==> src/rtl/keccak_pkg.sv <==
// Shared Keccak constants: lane rates, domain suffix bytes, pad terminator.
// Also holds the padder FSM state type and a little-endian byte placement helper.
package keccak_pkg;

    localparam logic [4:0] RATE_SHAKE128 = 5'd21;
    localparam logic [4:0] RATE_SHAKE256 = 5'd17;
    localparam logic [4:0] RATE_SHA3_256 = 5'd17;
    localparam logic [4:0] RATE_SHA3_512 = 5'd9;

    localparam logic [7:0] DOM_SHAKE = 8'h1F;
    localparam logic [7:0] DOM_SHA3  = 8'h06;
    localparam logic [7:0] PAD_END   = 8'h80;

    typedef enum logic {
        ST_FILL = 1'b0,
        ST_OUT  = 1'b1
    } pad_state_t;

    // Byte k of a lane lives at bits 8k+7:8k.
    function automatic logic [63:0] place_byte(input logic [7:0] b, input logic [2:0] pos);
        return {56'd0, b} << {pos, 3'b000};
    endfunction

endpackage

==> src/rtl/keccak_pad_packer_if.sv <==
// Byte-stream in / 64-bit lane out handshake bundle for the Keccak padder.
// master = byte producer and sponge side, slave = the padder itself.
interface keccak_pad_packer_if;
    logic        in_valid;
    logic [7:0]  in_data;
    logic        in_last;
    logic        in_empty;
    logic        in_ready;
    logic        out_valid;
    logic [63:0] out_data;
    logic        out_last;
    logic        out_ready;

    modport master (
        output in_valid, in_data, in_last, in_empty, out_ready,
        input  in_ready, out_valid, out_data, out_last
    );

    modport slave (
        input  in_valid, in_data, in_last, in_empty, out_ready,
        output in_ready, out_valid, out_data, out_last
    );
endinterface

==> src/rtl/keccak_pad_packer.sv <==
// Packs a message byte stream into 64-bit lanes with Keccak pad10*1 and domain suffix.
// Lane appears one cycle after its 8th/last byte; input stalls while a lane waits on out_ready.
module keccak_pad_packer
    import keccak_pkg::*;
(
    input  logic                 clk,
    input  logic                 rst_n,
    input  logic [4:0]           rate_words,
    input  logic [7:0]           domain,
    keccak_pad_packer_if.slave   s,
    output logic                 busy
);

    pad_state_t  state;
    logic [63:0] lane_buf;
    logic [2:0]  byte_idx;
    logic [4:0]  lane_idx;
    logic [4:0]  rate_q;
    logic [7:0]  dom_q;
    logic        suffix_pending;
    logic        pad_mode;
    logic [63:0] out_data_q;
    logic        out_valid_q;
    logic        out_last_q;

    logic        accept;
    logic        fire;
    logic        empty_msg;
    logic [4:0]  rate_e;
    logic [7:0]  dom_e;
    logic        suffix_here;
    logic [2:0]  suffix_pos;
    logic [63:0] fill_lane;
    logic        close_fill;
    logic [4:0]  lane_idx_nx;
    logic        pad_close;
    logic [63:0] pad_lane;

    assign s.in_ready  = (state == ST_FILL);
    assign s.out_valid = out_valid_q;
    assign s.out_data  = out_data_q;
    assign s.out_last  = out_last_q;

    assign accept    = s.in_valid && (state == ST_FILL);
    assign fire      = out_valid_q && s.out_ready;
    assign empty_msg = s.in_last && s.in_empty;

    always_comb begin
        // The first byte of a message uses the live rate/domain; later bytes the latched copy.
        rate_e      = busy ? rate_q : rate_words;
        dom_e       = busy ? dom_q  : domain;
        suffix_here = s.in_last && (s.in_empty || (byte_idx != 3'd7));
        suffix_pos  = s.in_empty ? byte_idx : byte_idx + 3'd1;

        fill_lane = lane_buf;
        if (!empty_msg) begin
            fill_lane = fill_lane | place_byte(s.in_data, byte_idx);
        end
        if (suffix_here) begin
            fill_lane = fill_lane | place_byte(dom_e, suffix_pos);
        end
        close_fill = suffix_here && (lane_idx == rate_e - 5'd1);
        if (close_fill) begin
            fill_lane[63:56] = fill_lane[63:56] | PAD_END;
        end

        lane_idx_nx = (lane_idx == rate_q - 5'd1) ? 5'd0 : lane_idx + 5'd1;
        pad_close   = (lane_idx_nx == rate_q - 5'd1);
        pad_lane    = 64'd0;
        if (suffix_pending) begin
            pad_lane = pad_lane | place_byte(dom_q, 3'd0);
        end
        if (pad_close) begin
            pad_lane[63:56] = pad_lane[63:56] | PAD_END;
        end
    end

    always_ff @(posedge clk or negedge rst_n) begin
        if (!rst_n) begin
            state          <= ST_FILL;
            lane_buf       <= 64'd0;
            byte_idx       <= 3'd0;
            lane_idx       <= 5'd0;
            rate_q         <= 5'd0;
            dom_q          <= 8'd0;
            suffix_pending <= 1'b0;
            pad_mode       <= 1'b0;
            out_data_q     <= 64'd0;
            out_valid_q    <= 1'b0;
            out_last_q     <= 1'b0;
            busy           <= 1'b0;
        end else begin
            case (state)
                ST_FILL: begin
                    if (accept) begin
                        busy <= 1'b1;
                        if (!busy) begin
                            rate_q <= rate_words;
                            dom_q  <= domain;
                        end
                        if ((byte_idx == 3'd7) || s.in_last) begin
                            out_data_q     <= fill_lane;
                            out_valid_q    <= 1'b1;
                            out_last_q     <= close_fill;
                            pad_mode       <= s.in_last;
                            // Last byte landed in byte 7: the suffix rides in the next lane.
                            suffix_pending <= s.in_last && !suffix_here;
                            state          <= ST_OUT;
                        end else begin
                            lane_buf <= fill_lane;
                            byte_idx <= byte_idx + 3'd1;
                        end
                    end
                end
                ST_OUT: begin
                    if (fire) begin
                        lane_idx <= lane_idx_nx;
                        if (out_last_q) begin
                            state          <= ST_FILL;
                            out_valid_q    <= 1'b0;
                            out_last_q     <= 1'b0;
                            busy           <= 1'b0;
                            lane_buf       <= 64'd0;
                            byte_idx       <= 3'd0;
                            lane_idx       <= 5'd0;
                            pad_mode       <= 1'b0;
                            suffix_pending <= 1'b0;
                        end else if (pad_mode) begin
                            out_data_q     <= pad_lane;
                            out_last_q     <= pad_close;
                            suffix_pending <= 1'b0;
                        end else begin
                            state       <= ST_FILL;
                            out_valid_q <= 1'b0;
                            lane_buf    <= 64'd0;
                            byte_idx    <= 3'd0;
                        end
                    end
                end
                default: state <= ST_FILL;
            endcase
        end
    end

endmodule

==> src/flat_wrapper.sv <==
// flat-port wrapper written by rule: the top's interface ports become plain ports
module keccak_pad_packer_flat import keccak_pkg::*;
  (clk, rst_n, rate_words, domain, busy, s_in_valid, s_in_data, s_in_last, s_in_empty, s_out_ready, s_in_ready, s_out_valid, s_out_data, s_out_last);
  keccak_pad_packer_if s_i ();
  input  logic clk;
  input  logic rst_n;
  input  logic [4:0] rate_words;
  input  logic [7:0] domain;
  output logic busy;
  input wire logic [$bits(s_i.in_valid)-1:0] s_in_valid;
  input wire logic [$bits(s_i.in_data)-1:0] s_in_data;
  input wire logic [$bits(s_i.in_last)-1:0] s_in_last;
  input wire logic [$bits(s_i.in_empty)-1:0] s_in_empty;
  input wire logic [$bits(s_i.out_ready)-1:0] s_out_ready;
  output wire logic [$bits(s_i.in_ready)-1:0] s_in_ready;
  output wire logic [$bits(s_i.out_valid)-1:0] s_out_valid;
  output wire logic [$bits(s_i.out_data)-1:0] s_out_data;
  output wire logic [$bits(s_i.out_last)-1:0] s_out_last;
  assign s_i.in_valid = s_in_valid;
  assign s_i.in_data = s_in_data;
  assign s_i.in_last = s_in_last;
  assign s_i.in_empty = s_in_empty;
  assign s_i.out_ready = s_out_ready;
  assign s_in_ready = s_i.in_ready;
  assign s_out_valid = s_i.out_valid;
  assign s_out_data = s_i.out_data;
  assign s_out_last = s_i.out_last;
  keccak_pad_packer u_core (.clk(clk), .rst_n(rst_n), .rate_words(rate_words), .domain(domain), .s(s_i), .busy(busy));
endmodule
==> config.mk <==
export PLATFORM = sky130hd
export DESIGN_NAME = keccak_pad_packer_flat
export DESIGN_NICKNAME = d
export VERILOG_FILES = /design/src/rtl/keccak_pkg.sv /design/src/rtl/keccak_pad_packer_if.sv /design/src/rtl/keccak_pad_packer.sv /design/src/flat_wrapper.sv
export SDC_FILE = /design/constraint.sdc
export NUM_CORES = 1
export LEC_CHECK = 0
export CORE_MARGIN = 2
export CORE_UTILIZATION = 60
export DETAILED_ROUTE_END_ITERATION = 8
export GPL_TIMING_DRIVEN = 0
export PLACE_DENSITY_LB_ADDON = 0.12
export SETUP_SLACK_MARGIN = 0.2
export SKIP_LAST_GASP = 1
export SLEW_MARGIN = 20
export SYNTH_ARGS = -nofsm -noshare
export SYNTH_HDL_FRONTEND = slang
export SYNTH_SLANG_ARGS = --single-unit
==> constraint.sdc <==
create_clock -name clk -period 6.05 [get_ports clk]
set_input_delay 1.5125 -clock clk [delete_from_list [all_inputs] [get_ports clk]]
set_output_delay 1.5125 -clock clk [all_outputs]
set_load 0.02 [all_outputs]
# Word level (Yosys, flattened, before mapping)
# Cells that the tools add are included.
[classes]
n_addsub = 4
eq_ne = 14
shift = 2
n_mux = 59
bitwise_logic = 3
reduce_logical = 18
[op_table]
columns = ["op", "count"]
rows = [
  ["2-to-1 mux 64 bit", 12],
  ["case mux 64 bit (2 select lines)", 2],
  ["OR 64 bit", 2],
  ["<< shifter 8 x 6 -> 64 bit", 2],
  ["2-to-1 mux 8 bit", 4],
  ["2-to-1 mux 1 bit", 25],
  ["2-to-1 mux 3 bit", 6],
  ["AND reduction 4 bit", 4],
  ["== test 5 bit", 3],
  ["2-to-1 mux 5 bit", 3],
  ["case mux 1 bit (2 select lines)", 6],
  ["!= test 2 bit (second input constant)", 5],
  ["subtractor 5 x 1 -> 5 bit (second input constant)", 2],
  ["!= test 3 bit (second input constant)", 3],
  ["logical AND 1 bit", 6],
  ["case mux 3 bit (2 select lines)", 1],
  ["AND reduction 3 bit", 2],
  ["adder 5 x 1 -> 5 bit (second input constant)", 1],
  ["AND reduction 5 bit", 1],
  ["!= test 2 x 1 -> 1 bit (second input constant)", 2],
  ["AND reduction 2 bit", 2],
  ["adder 3 x 1 -> 3 bit (second input constant)", 1],
  ["== test 3 bit (second input constant)", 1],
  ["logical OR 1 bit", 2],
  ["other kinds (2)", 2],
]
[totals]
ff_bits = 155
in_bits = 27
out_inout_bits = 68
elab_cells = 112

# Longest topological paths before layout
# Gate-level depths: netlist of the first run.
[depth]
word_depth = 9
mapped_depth = 9
depth_no_buf = 8

# Least setup slack after synthesis of the first run
# Ideal clock, no wire load.
[synth_timing]
path_kind = "input-to-reg"
startpoint = "in s_in_empty"
endpoint = "reg u_core.lane_buf[63]"
setup_ns = 0.125
t_arrival_ns = 2.814
required_time_ns = 5.925
path_slack_ns = 3.111
cell_stages = 6
n_path_buf = 1
path_cell_list = "buf_2 > and3_1 > o221a_2 > a221oi_1 > o32ai_1 > mux2_2"
[synth_via]
elab_chain_cells = 8
word_cells_on_any_way = 13
cone_classes = "shift (1); mux (7); bitwise (1); reduce/logical (4)"
[synth_rtl]
columns = ["item", "line", "source"]
rows = [
  ["from (decl)", "flat_wrapper.sv:13", "input wire logic [$bits(s_i.in_empty)-1:0] s_in_empty;"],
  ["2-to-1 mux 3 bit or logical AND 1 bit (tied branches)", "keccak_pad_packer.sv:53, keccak_pad_packer.sv:46", ""],
  ["<< shifter 8 x 6 -> 64 bit or 2-to-1 mux 64 bit (tied branches)", "keccak_pkg.sv:21, keccak_pad_packer.sv:56", ""],
  ["OR 64 bit", "keccak_pad_packer.sv:60", "fill_lane = fill_lane | place_byte(dom_e, suffix_pos);"],
  ["2-to-1 mux 64 bit", "keccak_pad_packer.sv:59", "if (suffix_here) begin"],
  ["2-to-1 mux 8 bit *", "keccak_pad_packer.sv:63", "if (close_fill) begin"],
  ["2-to-1 mux 64 bit *", "keccak_pad_packer.sv:101", "if ((byte_idx == 3'd7) || s.in_last) begin"],
  ["2-to-1 mux 64 bit *", "keccak_pad_packer.sv:95", "if (accept) begin"],
  ["case mux 64 bit (2 select lines) *", "keccak_pad_packer.sv:93", "case (state)"],
  ["to (signal assigned)", "keccak_pad_packer.sv:110", "lane_buf <= fill_lane;"],
  ["to (decl)", "keccak_pad_packer.sv:15", "logic [63:0] lane_buf;"],
]
# Every way passes the cells marked *; elsewhere a longest branch is shown, timed or not. The select of a mux whose other input is x is not followed.
# A chain may end at the register's enable or synchronous reset.

# Worst setup path after layout of the first run
[layout_timing]
startpoint = "in s_in_empty"
endpoint = "reg u_core.lane_buf[5]"
[layout_via]
elab_chain_cells = 7
word_cells_on_any_way = 11
cone_classes = "shift (1); mux (6); bitwise (1); reduce/logical (3)"
[layout_rtl]
columns = ["item", "line"]
rows = [
  ["2-to-1 mux 3 bit or logical AND 1 bit (tied branches)", "keccak_pad_packer.sv:53, keccak_pad_packer.sv:46"],
  ["<< shifter 8 x 6 -> 64 bit or 2-to-1 mux 64 bit (tied branches)", "keccak_pkg.sv:21, keccak_pad_packer.sv:56"],
  ["OR 64 bit", "keccak_pad_packer.sv:60"],
  ["2-to-1 mux 64 bit *", "keccak_pad_packer.sv:59"],
  ["2-to-1 mux 64 bit *", "keccak_pad_packer.sv:101"],
  ["2-to-1 mux 64 bit *", "keccak_pad_packer.sv:95"],
  ["case mux 64 bit (2 select lines) *", "keccak_pad_packer.sv:93"],
]
# Marked as above.

==> summary.md, run 1 <==
| Metric | Value |
|---|---|
| Status | completed |
| Starting Density | 0.611 |
| Layout cell share with drive strength beyond 1 | 0.0849 |
| Post-CTS setup buffers | 0 |
| Highest-count cells in the layout ignoring fill and taps | dfrtp_1 (155), a22o_1 (111), clkdlybuf4s50_1 (84) |
| H-tree depth | 4 |
| Placed Instance Area | 8370 µm² |
| 1st-pass router iterations | 7 |
| # resized after CTS | 0 |
| Post-synthesis average cell area | 11.5 µm² |
| Worst vdd ir | 0.241 mV |
| Unrepaired setup endpoints after global routing | no |
| Grt ovf | 0 |
| Area growth syn-to-layout | 23.3% |
| Req. time, crit path | 6380 ps |
| Vias per cell | 6.72 |
| CP endpoint kind | flop |
| First-pass GRT wire length | 32200 µm |
| Crit Path Max Fanout | 10 |
| Ranking of synthesized cells by area | dfrtp_1 (53%), a22o_1 (13%), a221o_1 (7.7%) |
| #FFs+latches synth | 155 |
| Top-area cell type share of the netlist area | 0.531 |
| Clock Latency Late Sink | 430 ps |
| DR WL/cell | 22.4 µm |
| Syn Std Cell Area | 7300 µm² |
| Root buf cell | clkbuf_16 |
| NumNets Final | 774 |
| CP Cell Sequence | clkdlybuf4s50_1 -> buf_2 -> a21o_1 -> nor3_1 -> a21oi_1 -> o21ai_1 -> nand2_1 -> o21ai_0 |
| Max cap viols | 0 |
| Initial antenna violation count | 0 |
| Clk sinks | 155 |
| Endpoints failing hold | 0 |
| # DRC | 0 |
| DPL Wire Length | 13500 µm |
| Die height | 114 µm |
| Commonest non-fill, non-tap cell in the layout | dfrtp_1 |
| Worst hold path class | flop to flop |
| Vias in the first global route | 6063 |
| Kind of critical path | input pin to flop |
| I/O pin total | 95 |
| Die Wd | 114 µm |
| Final Cell Area | 9010 µm² |
| Power density over cell area | 444 nW/µm² |
| Largest net degree at the start of global routing | 79 |
| Cts hold-fix bufs | 0 |
| CP max stage cell | nor3_1 |
| CTS tree | yes |
| Slew headroom | 0.305 |
| Final wirelength | 20200 µm |
| Cts bufs inserted | 17 |
| Post-DRT Antenna Nets | 0 |
| Net Count, Synth | 669 |
| Die Footprint | 13100 µm² |
| Crit path time final | 3640 ps |
| Count of pins over their slew limit | 0 |
| Core area | 12000 µm² |
| ANT cells | 0 |
| Arr. time, crit path | 3970 ps |
| Bufs and invs on worst path | 2 |
| Family with the most delay on the worst path | simple AND/OR/NAND/NOR gates |
| Post-synthesis sequential area ratio | 0.531 |
| Slowest Stage Delay on Critical Path | 800 ps |
| Actual slew at the worst max-slew pin | 1030 ps |
| Row Count | 40 |
| Setup Skew | 9.72 ps |
| Vias | 6053 |
| Yosys warnings | 0 |
| IO buf count | 85 |
| Final setup fails | 0 |
| Area leader, netlist | dfrtp_1 |
| Tcrit/Tclk final | 0.602 |
| Mapped Cells | 637 |
| Final Wtd Congestion | 0.921 |
| Setup TNS | 0 ps |
| Fmax achieved | 275 MHz |
| Startpoint Class | input pin |
| Leak Pwr | 0.00408 µW |
| Clock transition at path regs | 60 ps |
| Synth cell types | 48 |
| Longest Clk Path Bufs | 2 |
| GR Util All Layers | 0.326 |
| DR iter-0 viols | 715 |
-- path summary, 6_finish.rpt --
path | startpoint | endpoint | slack (ps) | cells past startpoint
max | s_in_empty | u_core.lane_buf[5]$_DFFE_PN0P_ | 2410 | 8
min | u_core.suffix_pending$_DFFE_PN0P_ | u_core.suffix_pending$_DFFE_PN0P_ | 470 | 2
max reg2reg | u_core.byte_idx[1]$_DFFE_PN0P_ | u_core.lane_buf[5]$_DFFE_PN0P_ | 3430 | 8
min reg2reg | u_core.suffix_pending$_DFFE_PN0P_ | u_core.suffix_pending$_DFFE_PN0P_ | 470 | 2
max in group asynchronous | rst_n | u_core.s.out_data[54]$_DFFE_PN0P_ | 4220 | 2
min in group asynchronous | rst_n | u_core.s.out_data[5]$_DFFE_PN0P_ | 1050 | 1
-- synthesized netlist by cell type (all sizes together) --
cell type and number:
and2 3, o211ai 1, nand4b 1, a21o 4
a31oi 1, a22o 111, a22oi 8, and3 1
a21bo 1, or2 1, nand2b 7, clkbuf 33
and4 1, nand2 54, nor3b 7, nor2 19
mux2 12, o21ai 49, a221o 56, nor2b 2
or4b 1, ha 5, dfrtp 155, buf 19
xor2 5, nand4 3, xnor2 17, o31ai 1
a21oi 13, a31o 1, o32ai 1, o221a 1
inv 8, a221oi 1, a21boi 1, nand3 5
nor3 10, o22a 2, mux2i 16
-- flip-flops by register name, indices dropped and copies added (netlist names), 3 cells and up --
name and cells:
u_core.byte_idx 3, u_core.s.out_data 64, u_core.rate_q 5, u_core.lane_buf 64
u_core.dom_q 8, u_core.lane_idx 5
-- cells by family (layout without fill, tap and decap cells) --
family,after synthesis,count (layout),share of synthesized area
AO/OA/AOI/OAI,252,252,0.278
XOR/XNOR,22,22,0.0284
flip-flops,155,155,0.531
adder cells (fa/ha/maj),5,5,0.00857
buffers and inverters,60,177,0.0341
multiplexers,28,28,0.0404
AND/OR/NAND/NOR,115,115,0.0793
-- metal layers --
layer  share of wire  vias to the layer above  track usage
met5               0                        -            0
met4           0.032                        0        0.146
met3           0.081                       52       0.0757
met2            0.47                      299        0.509
met1            0.41                     3042        0.438
li1                -                     2660            -
-- per-stage QoR --
stage	util	hold WS, ps	instances	worst slack [ps]	power [µW]
finish	0.753	467	901	2410	4000
global placement	0.697	449	869	-2500	2790
floorplan	-	431	637	3110	2350
CTS	0.753	474	901	2450	3990
global route	0.753	513	901	2260	4200
detailed placement	0.700	460	870	2120	2840
-- layout make-up --
type                    instances  area [µm²]
fillers                       808        2950
clock inverters                 7         135
repair buffers                 86         883
flip-flops and latches        155        3880
inverters                       8        30.0
multi-input cells             422        3180
plain buffers                  52         219
clock buffers                  24         502
well taps                     147         184
-- worst min-delay path, delay by kind of cell (launching register included) --
kind | cells | cell delay (ps)
flip-flops | 1 | 340
AND/OR/NAND/NOR | 2 | 100
-- where the power goes --
group / internal [µW] / switching [µW] / total [µW]
Sequential: 1200 / 137 / 1340
Combinational: 611 / 903 / 1510
Clock: 741 / 405 / 1150
Total: 2560 / 1450 / 4000
No activity file was read; power rests on OpenSTA's default activity.
==> run 2, diff against run 1 <==
Settings changed: CORE_UTILIZATION 60 to 50.
Clock period 6.05 ns to 2.9 ns, I/O delays scaled along.
==> run 2 against run 1 <==
  * Routed wire length up 1.6%
  * Combinational power up 110%
  * Largest power group unchanged
  * Non-clock buffer count unchanged
  * Critical path type unchanged
  * Sequential share of layout area down 0.19 points
  * Highest routed layer unchanged
  * Critical endpoint is now u_core.s.out_data[41]$_DFFE_PN0P_
  * Utilization down 13 points
==> summary.md, run 2 (synthesis gave the netlist of run 1 again) <==
| Metric | Value |
|---|---|
| Clock transition at path regs | 60 ps (about the same) |
| Vias per cell | 6.40 (was 6.72) |
| Highest-count cells in the layout ignoring fill and taps | dfrtp_1 (155), a22o_1 (111), clkdlybuf4s50_1 (84) (unchanged) |
| CP endpoint kind | flop (unchanged) |
| Kind of critical path | input pin to flop (unchanged) |
| Status | completed (unchanged) |
| Starting Density | 0.506 (was 0.611) |
| Actual slew at the worst max-slew pin | 1020 ps (was 1030 ps) |
| Final core occ | 0.627 (was 0.753) |
| Worst vdd ir | 0.525 mV (was 0.241 mV) |
| # DRC | 0 (unchanged) |
| Final WS setup | 261 ps (was 2410 ps) |
| Fmax achieved | 379 MHz |
| Root buf cell | clkbuf_16 (unchanged) |
| Longest Clk Path Bufs | 2 (unchanged) |
| Setup TNS | 0 ps (unchanged) |
| Die height | 125 µm (was 114 µm) |
| Reg2reg setup slack | 330 ps (was 3430 ps) |
| GR Util All Layers | 0.269 (was 0.326) |
| Endpoints failing hold | 0 (unchanged) |
| Setup Skew | 7.71 ps (was 9.72 ps) |
| Initial antenna violation count | 0 (unchanged) |
| CTS tree | yes (unchanged) |
| Worst hold path class | input pin to asynchronous set/reset pin (was flop to flop) |
| DR WL/cell | 21.9 µm (was 22.4 µm) |
| Tcrit/Tclk final | 0.910 |
| Final std cells w/o fill | 939 (was 901) |
| FF-to-FF path depth | 7 (was 8) |
| Vias | 6008 (was 6053) |
| Startpoint Class | input pin (unchanged) |
| Die Wd | 125 µm (was 114 µm) |
| Post-DRT Antenna Nets | 0 (unchanged) |
| Final setup fails | 0 (unchanged) |
| ANT cells | 0 (unchanged) |
| NumNets Final | 774 (unchanged) |
| Die Footprint | 15600 µm² (was 13100 µm²) |
| Count of pins over their slew limit | 0 (unchanged) |
| Dpl cells | 907 (was 870) |
| Max cap viols | 0 (unchanged) |
| Cts bufs inserted | 17 (unchanged) |
| Final wirelength | 20500 µm (was 20200 µm) |
| Vias in the first global route | 5936 (was 6063) |
| DR iter-0 viols | 650 (was 715) |
| Layout cell share with drive strength beyond 1 | 0.0940 (was 0.0849) |
| Clock Latency Late Sink | 430 ps (about the same) |
| H-tree depth | 4 (unchanged) |
| Final Wtd Congestion | 0.896 (was 0.921) |
| Fillers | 1124 (was 808) |
| Placed Instance Area | 8420 µm² (was 8370 µm²) |
| Largest net degree at the start of global routing | 103 (was 79) |
| Crit path time final | 2640 ps |
| Core area | 14400 µm² (was 12000 µm²) |
| First-pass GRT wire length | 32900 µm (was 32200 µm) |
| Setup WS pre-CTS | -258 ps (was 2120 ps) |
| Final Cell Area | 9050 µm² (was 9010 µm²) |
| Area growth syn-to-layout | 23.9% (was 23.3%) |
| Power density over cell area | 916 nW/µm² (was 444 nW/µm²) |
| Unrepaired setup endpoints after global routing | yes (was no) |
| DPL Wire Length | 14000 µm (was 13500 µm) |
| Req. time, crit path | 3270 ps (was 6380 ps) |
| Row Count | 44 (was 40) |
| Slew headroom | 0.313 (was 0.305) |
| Clk sinks | 155 (unchanged) |
| Leak Pwr | 0.00407 µW (was 0.00408 µW) |
| IO buf count | 85 (unchanged) |
| I/O pin total | 95 (unchanged) |
| Crit Path Max Fanout | 10 (unchanged) |
| Arr. time, crit path | 3000 ps (was 3970 ps) |
| 1st-pass router iterations | 6 (was 7) |
| Commonest non-fill, non-tap cell in the layout | dfrtp_1 (unchanged) |
| Grt ovf | 0 (unchanged) |
-- run 2: cell types whose count changed in the layout (fill, tap and decap cells not counted), sizes merged --
cell and change:
bufinv -1, clkbuf -2, clkinv -1, clkinvlp +4, inv +1
-- run 2: per-stage QoR --
step / hold slack [ps] / total power [µW]
after floorplan: 429 / 4910
after global placement: 451 / 5870
after detailed placement: 454 / 5970
after CTS: 224 / 8270
after global routing: 245 / 8700
final: 214 / 8290
-- run 2: cell type report --
cell class | instances | area [µm²] | share of cell area
buffer | 52 | 223 | 0.0246
inverter | 8 | 30.0 | 0.00332
clock inverter | 10 | 139 | 0.0154
timing repair buffer | 86 | 883 | 0.0976
clock buffer | 22 | 474 | 0.0524
tap | 184 | 230 | 0.0254
multi-input combinational | 422 | 3190 | 0.353
sequential | 155 | 3880 | 0.429
-- run 2: routing by layer --
| layer | routed length (µm) | part of all wire | GRT usage |
|---|---|---|---|
| met5 | 0 | 0 | 0 |
| met4 | 469 | 0.023 | 0.0941 |
| met3 | 1590 | 0.077 | 0.0704 |
| met2 | 9360 | 0.46 | 0.404 |
| met1 | 9110 | 0.44 | 0.382 |
-- run 2: power by group --
group | switching, µW | leakage [µW] | internal, µW | total, µW
registers | 280 | 0.00213 | 2510 | 2790
clock network | 872 | 0.000289 | 1420 | 2290
logic | 1920 | 0.00165 | 1280 | 3200
total | 3070 | 0.00407 | 5210 | 8290
-- run 2: path summary, 6_finish.rpt --
check / startpoint / endpoint
max: s_in_empty / u_core.s.out_data[41]$_DFFE_PN0P_
min: rst_n / u_core.s.out_data[5]$_DFFE_PN0P_
max reg2reg: u_core.byte_idx[1]$_DFFE_PN0P_ / u_core.s.out_data[41]$_DFFE_PN0P_
min reg2reg: u_core.suffix_pending$_DFFE_PN0P_ / u_core.suffix_pending$_DFFE_PN0P_
max in group asynchronous: rst_n / u_core.lane_buf[9]$_DFFE_PN0P_
min in group clk: u_core.suffix_pending$_DFFE_PN0P_ / u_core.suffix_pending$_DFFE_PN0P_
-- run 2: worst max-delay path, cell delays in order --
cell	delay, ps
clkdlybuf4s50_1	500
buf_2	230
nor3b_1	290
o21ai_0	220
nor2_1	550
a221o_1	340
a22o_1	150
-- run 2: repair_timing --
action | CTS | global route
setup buffers | 0 | 0
hold buffers | 0 | 0
gates resized for setup | 2 | 6
setup endpoints to repair | 2 | 100
